**src/rtl/uart_pkg.sv**
```systemverilog
// Shared definitions for the UART transmit buffer: data width, the buffer
// FSM state encoding and the bit period used by benches.
package uart_pkg;

    localparam int UART_DATA_W     = 8;
    localparam int UART_BIT_CYCLES = 218;

    // IDLE: nothing stored; ARMED: head presented, waiting for transmitted
    // to rise; HOLD: head popped, waiting for transmitted to fall.
    typedef enum logic [1:0] {
        IDLE  = 2'd0,
        ARMED = 2'd1,
        HOLD  = 2'd2
    } uart_state_e;

endpackage

```
**src/rtl/uart_fifo_mem.sv**
```systemverilog
// DEPTH x 8 storage for the UART transmit buffer: one synchronous write
// port and one asynchronous (combinational) read port. No reset; the
// pointers and count in the parent decide what is valid.
module uart_fifo_mem
    import uart_pkg::*;
#(
    parameter int DEPTH = 16,
    parameter int AW    = $clog2(DEPTH)
) (
    input  logic                   clk,
    input  logic                   we_i,
    input  logic [AW-1:0]          waddr_i,
    input  logic [UART_DATA_W-1:0] wdata_i,
    input  logic [AW-1:0]          raddr_i,
    output logic [UART_DATA_W-1:0] rdata_o
);

    logic [UART_DATA_W-1:0] mem_q [DEPTH];

    // Synchronous write of one byte per cycle.
    always_ff @(posedge clk) begin
        if (we_i) begin
            mem_q[waddr_i] <= wdata_i;
        end
    end

    assign rdata_o = mem_q[raddr_i];

endmodule

```
**src/rtl/uart_tx_buffer.sv**
```systemverilog
// Byte FIFO feeding a UART transmitter. The head byte is held on tx_data
// for the whole frame and popped once per rising edge of tx_transmitted.
// Optional feature macro: UART_TX_BUF_OVF_EN enables the sticky overflow
// flag (cleared by ovf_clr); without it overflow is tied to 0.
//
// Handshake: tx_ready=1 means tx_data holds a valid head byte that stays
// stable until the transmitter signals completion with a rising edge on
// tx_transmitted; the byte is consumed on the following clock edge.
module uart_tx_buffer
    import uart_pkg::*;
#(
    parameter int DEPTH = 16
) (
    input  logic                       clk,
    input  logic                       rst,
    input  logic                       wr_en,
    input  logic [UART_DATA_W-1:0]     wr_data,
    output logic                       full,
    output logic                       empty,
    output logic [$clog2(DEPTH):0]     count,
    output logic                       overflow,
    input  logic                       ovf_clr,
    output logic [UART_DATA_W-1:0]     tx_data,
    output logic                       tx_ready,
    input  logic                       tx_transmitted
);

    localparam int AW = $clog2(DEPTH);
    localparam int CW = AW + 1;

    logic [AW-1:0]          rd_ptr_q, rd_ptr_d;
    logic [AW-1:0]          wr_ptr_q, wr_ptr_d;
    logic [CW-1:0]          count_q, count_d;
    logic                   trans_q;
    uart_state_e            state_q, state_d;
    logic                   rise;
    logic                   pop;
    logic                   wr_accept;
    logic                   wr_drop;
    logic                   empty_w;
    logic                   full_w;
    logic [UART_DATA_W-1:0] rd_data;

    assign empty_w   = (count_q == '0);
    assign full_w    = (count_q == CW'(DEPTH));
    assign rise      = tx_transmitted & ~trans_q;
    assign wr_accept = wr_en & (~full_w | pop);
    assign wr_drop   = wr_en & full_w & ~pop;

    uart_fifo_mem #(
        .DEPTH (DEPTH),
        .AW    (AW)
    ) u_mem (
        .clk     (clk),
        .we_i    (wr_accept),
        .waddr_i (wr_ptr_q),
        .wdata_i (wr_data),
        .raddr_i (rd_ptr_q),
        .rdata_o (rd_data)
    );

    // Next pointer and count values; a simultaneous write and pop leaves count unchanged.
    always_comb begin
        rd_ptr_d = rd_ptr_q;
        wr_ptr_d = wr_ptr_q;
        count_d  = count_q;
        if (wr_accept) begin
            wr_ptr_d = wr_ptr_q + AW'(1);
        end
        if (pop) begin
            rd_ptr_d = rd_ptr_q + AW'(1);
        end
        if (wr_accept && !pop) begin
            count_d = count_q + CW'(1);
        end else if (pop && !wr_accept) begin
            count_d = count_q - CW'(1);
        end
    end

    // Pointer, count and transmitted-edge registers.
    always_ff @(posedge clk or posedge rst) begin
        if (rst) begin
            rd_ptr_q <= '0;
            wr_ptr_q <= '0;
            count_q  <= '0;
            trans_q  <= 1'b0;
        end else begin
            rd_ptr_q <= rd_ptr_d;
            wr_ptr_q <= wr_ptr_d;
            count_q  <= count_d;
            trans_q  <= tx_transmitted;
        end
    end

    // FSM state register.
    always_ff @(posedge clk or posedge rst) begin
        if (rst) begin
            state_q <= IDLE;
        end else begin
            state_q <= state_d;
        end
    end

    // FSM next state: arm on the first write, hold after a pop until transmitted falls.
    always_comb begin
        state_d = state_q;
        case (state_q)
            IDLE:    if (wr_accept) state_d = ARMED;
            ARMED:   if (pop) state_d = HOLD;
            HOLD:    if (!tx_transmitted) state_d = (count_d != '0) ? ARMED : IDLE;
            default: state_d = IDLE;
        endcase
    end

    // FSM output: only a rising edge seen in ARMED with data stored pops the head.
    always_comb begin
        pop = 1'b0;
        if (state_q == ARMED) begin
            pop = rise & ~empty_w;
        end
    end

`ifdef UART_TX_BUF_OVF_EN
    logic overflow_q;

    // Sticky drop flag; a drop in the same cycle as a clear keeps it set.
    always_ff @(posedge clk or posedge rst) begin
        if (rst) begin
            overflow_q <= 1'b0;
        end else if (wr_drop) begin
            overflow_q <= 1'b1;
        end else if (ovf_clr) begin
            overflow_q <= 1'b0;
        end
    end

    assign overflow = overflow_q;
`else
    logic unused_ovf;
    assign unused_ovf = ovf_clr | wr_drop;
    assign overflow   = 1'b0;
`endif

    assign full     = full_w;
    assign empty    = empty_w;
    assign count    = count_q;
    assign tx_ready = ~empty_w;
    assign tx_data  = empty_w ? '0 : rd_data;

endmodule
```
**config.mk**
```make
export PLATFORM = sky130hd
export DESIGN_NAME = uart_tx_buffer
export DESIGN_NICKNAME = d
export VERILOG_FILES = /design/src/rtl/uart_pkg.sv /design/src/rtl/uart_fifo_mem.sv /design/src/rtl/uart_tx_buffer.sv
export SDC_FILE = /design/constraint.sdc
export NUM_CORES = 1
export LEC_CHECK = 0
export BUFFER_PORTS_ARGS = -buffer_cell sky130_fd_sc_hd__buf_4
export CAP_MARGIN = 20
export CORE_MARGIN = 5
export CORE_UTILIZATION = 46
export DETAILED_ROUTE_END_ITERATION = 12
export SLEW_MARGIN = 15
export SYNTH_ARGS = -nofsm -noshare
export SYNTH_HDL_FRONTEND = slang
export SYNTH_SLANG_ARGS = --single-unit
export TNS_END_PERCENT = 20
```
**constraint.sdc**
```tcl
create_clock -name clk -period 6.2 [get_ports clk]
set_input_delay 0 -clock clk [delete_from_list [all_inputs] [get_ports clk]]
set_output_delay 0 -clock clk [all_outputs]
set_load 0.005 [all_outputs]
```
Word level (Yosys, flattened, before mapping) --
Memories as Yosys holds them, arrays and structs flattened. Cells that the tools add are included.
Storage, ports and cells: flip-flop bits (word level) 16, bits in latches 0, RAM bits 128, ROM bits 0, input port bits 13, output and inout bits 17, memories kept 1
Cells by class: add/sub/neg operators 4, $mul 0, div/mod/pow operators 0, magnitude comparators 0, eq/ne operators 6, shifts and indexed selects 0, multiplexer cells 11, bitwise logic cells 7, reduce and logical (&&, ||, !) cells 8
Memory list:
- u_mem.mem_q | depth 16, width 8, read ports 1, clocked after memory_dff 0, write ports 1, RTL line uart_fifo_mem.sv:18 | logic [UART_DATA_W-1:0] mem_q [DEPTH];
Operator list (count):
- 2-to-1 mux 5 bit | 2
- adder 4 x 1 -> 4 bit, second input constant | 2
- 2-to-1 mux 8 bit | 1
- 2-to-1 mux 2 bit | 3
- inequality test 2 bit, second input constant | 3
- case mux 2 bit (3 select lines) | 1
- adder 5 x 1 -> 5 bit, second input constant | 1
- equality test 5 bit, second input constant | 1
- logical NOT 5 bit | 1
- nonzero test 5 bit | 1
- subtractor 5 x 1 -> 5 bit, second input constant | 1
- 2-to-1 mux 1 bit | 4
- AND 1 bit | 3
- inverter 1 bit | 3
- AND reduction 3 bit | 1
- equality test 2 x 1 -> 1 bit, second input constant | 1
- equality test 2 bit, second input constant | 1
- logical AND 1 bit | 2
- logical NOT 1 bit | 2
- logical NOT 2 bit | 1
- bitwise OR 1 bit | 1

Logic depth before layout (Yosys ltp) --
depth after elaboration 14, mapped depth 9, gate-level depth less buffers 8

By module --
Synthesis repeated with hierarchy kept, for this count alone.
Unflattened totals: cells, all modules 318, area, all modules 5935.7 µm²
By module, submodules not included:
- uart_fifo_mem | instances 1, cells an instance 221, area an instance 4987.3 µm², seq. area each 3843.7 µm²
- uart_tx_buffer | instances 1, cells an instance 97, area an instance 948.4 µm², seq. area each 400.4 µm²

Least setup slack after synthesis --
No wires, ideal clock.
path kind reg2reg, start register count_q[0] (netlist: count[0]), end memory u_mem.mem_q[3][0] (enable), setup time 0.383 ns, arrival 2.173 ns, data required time 5.817 ns, path slack 3.643 ns, cell stages (with the launch flop) 9, path buffers 1, period minus slack after synthesis 2.557 ns, cells stage by stage dfrtp_1 > inv_1 > ha_1 > or4b_1 > buf_6 > nand2_2 > a21boi_2 > nand2_1 > nor3_1
Between the ends: word-level cells in the longest chain between the ends 8, elaborated cells on any way between the ends 10
RTL lines:
- start: declaration | RTL line uart_tx_buffer.sv:33 | logic [CW-1:0] count_q, count_d;
- start signal: assignment | RTL line uart_tx_buffer.sv:90 | count_q <= count_d;
- logical NOT 5 bit | RTL line uart_tx_buffer.sv:44 | assign empty_w = (count_q == '0);
- inverter 1 bit | RTL line uart_tx_buffer.sv:119 | pop = rise & ~empty_w;
- AND 1 bit | RTL line uart_tx_buffer.sv:119
- 2-to-1 mux 1 bit | RTL line uart_tx_buffer.sv:118 | if (state_q == ARMED) begin
- bitwise OR 1 bit (*) | RTL line uart_tx_buffer.sv:47 | assign wr_accept = wr_en & (~full_w | pop);
- AND 1 bit (*) | RTL line uart_tx_buffer.sv:47
- 2-to-1 mux 1 bit (*) | RTL line uart_fifo_mem.sv:22 | if (we_i) begin
- 2-to-1 mux 1 bit (implied by the code) (*) | RTL line uart_fifo_mem.sv:23 | mem_q[waddr_i] <= wdata_i;
- end: declaration | RTL line uart_fifo_mem.sv:18
Mark *: on every way between the ends. The rest lies on a longest branch, timed or not.

Final worst setup path --
start register count_q[0] (netlist: count[0]), end memory u_mem.mem_q[4][3] (enable)
Same word-level chain as after synthesis.

==> impl_results.md <==
- Yosys reg bits: between 100 and 150
- Placed cell count: ~500
- Most used DFF post-synth: edfxtp_1
- Initial antenna violation count: 0
- Maxcap violations: 0
- CTS buffer count: 17
- Via-to-Cell Ratio: about 5.4
- Vias in the first global route: between 3k and 4k
- Layout cells sized above 1: 0.316
- Clock slew at reported path FFs: approximately 0.06 ns
- WL final: 11.4 mm
- Mapped Avg Cell Area: just under 20 sq um
- CP required: 6.24 ns
- First DRT Iteration DRCs: around 260
- TritonCTS clock tree: built
- Top post-synthesis cells by area: edfxtp_1 64%, mux4_2 15%, dfrtp_1 6.7%
- H-Tree Depth: 4
- Number of synthesized flops with an enable pin: 128
- Post-CTS sizing: 0
- I/O Buffers: 27
- DIE WIDTH: 124 um
- Clock Sink Count: 144
- Worst min-delay path category: in -> async
- Final min period: 3.45 ns
- Critical setup path kind: reg -> reg
- Post-Place Cell Area: 6350 sq um
- Overall Global Routing Usage: 0.166
- Antenna cells: 0
- FFs w/ async S/R, synth: 0.111
- Worst flop-to-flop path startpoint: count[0]$_DFF_PP0_
- Hold Fails Final Rpt: 0
- Power Density: 470 nW/um^2
- Seq/Total Area, Yosys: 0.708
- Starting Density: 0.473
- GR Overflow Total: 0
- Placeable Area: 12700 sq um
- Area share of the largest cell type after synthesis: 0.642
- Max clock buf depth: 2
- Final Hold Slack: 0.233 ns
- Critical Path End Type: flop
- Yosys top cell by area: edfxtp_1
- Relative slew slack: 0.389
- Die Ht: between 100 and 150 um
- Hold-fix buffers, CTS: 11
- Syn nets: 328
- First-pass GRT wire length: 18.0 mm
- Mapped Area: between 5000 and 6000 sq um
- Post-layout instance area: 7110 sq um
- Setup Buffers After CTS: 0
- Arrival time worst endpoint: about 3.5 ns
- Fin nets: 375
- Routed via count: just under 3k
- Crit path launch type: flop
- Setup violators final: 0
- Peak supply drop: about 280 uV
- Slew Viols, Final: 0
- Clock latency at the later pin of the worst-skew pair: 0.42 ns
- Setup tns final: 0 ns
- Root buf cell: clkbuf_16
- Die area: 15400 sq um
- Max Freq: 0.289 GHz
- Area delta synth->final: 18.7%
- Detail Placement HPWL: 7.24 mm
- Drt first pass iters: 4
- Largest net degree at the start of global routing: 36
- Final period util: 0.557
- Total power: 3340 uW
- Row count: 41
- Post-Layout Cell Count: approximately 540
- Unrepaired setup endpoints after global routing: no
- RD Place Congestion: 0.771
- Fill cells: 981
- Boundary pin count: 30
- Ys Warns: 0
- DRC viols: 0
- Final Skew: between 0.007 and 0.008 ns
- Worst-path fanout max: 16
- Netlist cell types: 45
- Static Leak: 0.00240 uW
- Reg-to-Reg End: u_mem.mem_q[4][3]$_DFFE_PP_
- Status: finished, final reports clean
- R2r setup slk: 2.75 ns
- Cell count after synthesis: about 300
- Reg2reg path depth: 7
- Slew @ Worst Pin: 0.913 ns
- DR WL/cell: 21.1 um
- Post-route ant nets: 0
critical path, stage by stage, from the launching register on:
cell      delay (ns)
dfrtp_1         0.47
inv_1           0.14
ha_1            0.23
or4b_1          0.60
nand2_2         0.27
a21boi_2        0.41
nand2_1         0.20
nor2_1          0.74
power breakdown:
| part | leakage, uW | switching [uW] | total (uW) | internal, uW |
|---|---|---|---|---|
| clock network | 0.000311 | 382 | 1080 | 697 |
| registers | 0.00135 | 103 | 1290 | 1190 |
| logic | 0.000735 | 459 | 970 | 511 |
cells in the mapped netlist (2+ instances only):
library cell  instances
edfxtp_1            128
mux4_2               40
dfrtp_1              16
nor2_1               15
nand2_1              13
ha_1                  8
xnor2_1               8
and2_1                7
inv_1                 7
buf_1                 5
nor3_1                5
a21oi_1               4
buf_4                 4
nand4_1               4
o21ai_0               4
clkbuf_1              3
nand2b_1              3
a211o_2               2
and2_2                2
buf_6                 2
nor4b_1               2
or4_1                 2
worst max-delay path by stage:
stage	startpoint	to	slack, ns	depth (start not counted)
6_report	count[0]$_DFF_PP0_	u_mem.mem_q[4][3]$_DFFE_PP_	2.75	7
5_1_grt	count[0]$_DFF_PP0_	u_mem.mem_q[7][6]$_DFFE_PP_	2.49	7
4_1_cts	count[0]$_DFF_PP0_	u_mem.mem_q[4][3]$_DFFE_PP_	2.70	7
3_5_place_dp	count[0]$_DFF_PP0_	u_mem.mem_q[4][3]$_DFFE_PP_	2.73	7
3_3_place_gp	count[0]$_DFF_PP0_	u_mem.mem_q[4][5]$_DFFE_PP_	2.83	7
2_1_floorplan	count[0]$_DFF_PP0_	u_mem.mem_q[3][0]$_DFFE_PP_	3.64	8
flip-flops by register name (all words and copies together) (netlist names):
name and flops:
trans_q 1, wr_ptr_q 4, u_mem.mem_q 128, rd_ptr_q 4, count 5, state_q 2
metal layers:
layer / GRT usage / up-vias / wire, um
met5: 0 / - / 0
met4: 0.0575 / 0 / 151
met3: 0.0481 / 10 / 470
met2: 0.234 / 60 / 5240
met1: 0.248 / 1530 / 5540
li1: - / 1327 / -
cell type report:
| type | instances | area, sq um | area share |
|---|---|---|---|
| Multi-Input combinational cell | 139 | 1610 | 0.227 |
| Timing Repair Buffer | 44 | 358 | 0.0503 |
| Clock buffer | 27 | 591 | 0.0830 |
| Inverter | 8 | 31.3 | 0.00440 |
| Sequential cell | 144 | 4250 | 0.597 |
| Clock inverter | 5 | 58.8 | 0.00827 |
| Tap cell | 172 | 215 | 0.0303 |
through the flow:
stage	utilization	setup WS, ns
floorplan	-	3.64
global placement	0.501	2.83
detailed placement	0.501	2.73
CTS	0.561	2.70
global route	0.561	2.49
finish	0.561	2.75
layout by cell type, fill, tap and decap left out, types with 3 or more instances in the layout:
cell and n:
dlygate4sd3_1 11, nor2_1 15, nand2_1 13, mux4_2 40, xnor2_1 8, o21ai_0 4, nor3_1 5, a21oi_1 4
dfrtp_1 15, and2_1 7, clkbuf_1 4, edfxtp_1 128, ha_1 8, inv_1 7, buf_4 33, nand4_1 4
nand2b_1 3, clkbuf_16 23
cells by family (layout without fill, tap and decap cells):
kind of cell | after synthesis | after routing | synth area share
other cells | 1 | 1 | 0.000626
flops | 144 | 144 | 0.708
mux | 42 | 42 | 0.154
buf+inv | 24 | 84 | 0.0223
xor+xnor | 9 | 9 | 0.0132
simple gates | 62 | 62 | 0.0633
compound gates | 17 | 17 | 0.0215
fa+ha+maj | 8 | 8 | 0.0167
Power figures use the tool's default switching activity.
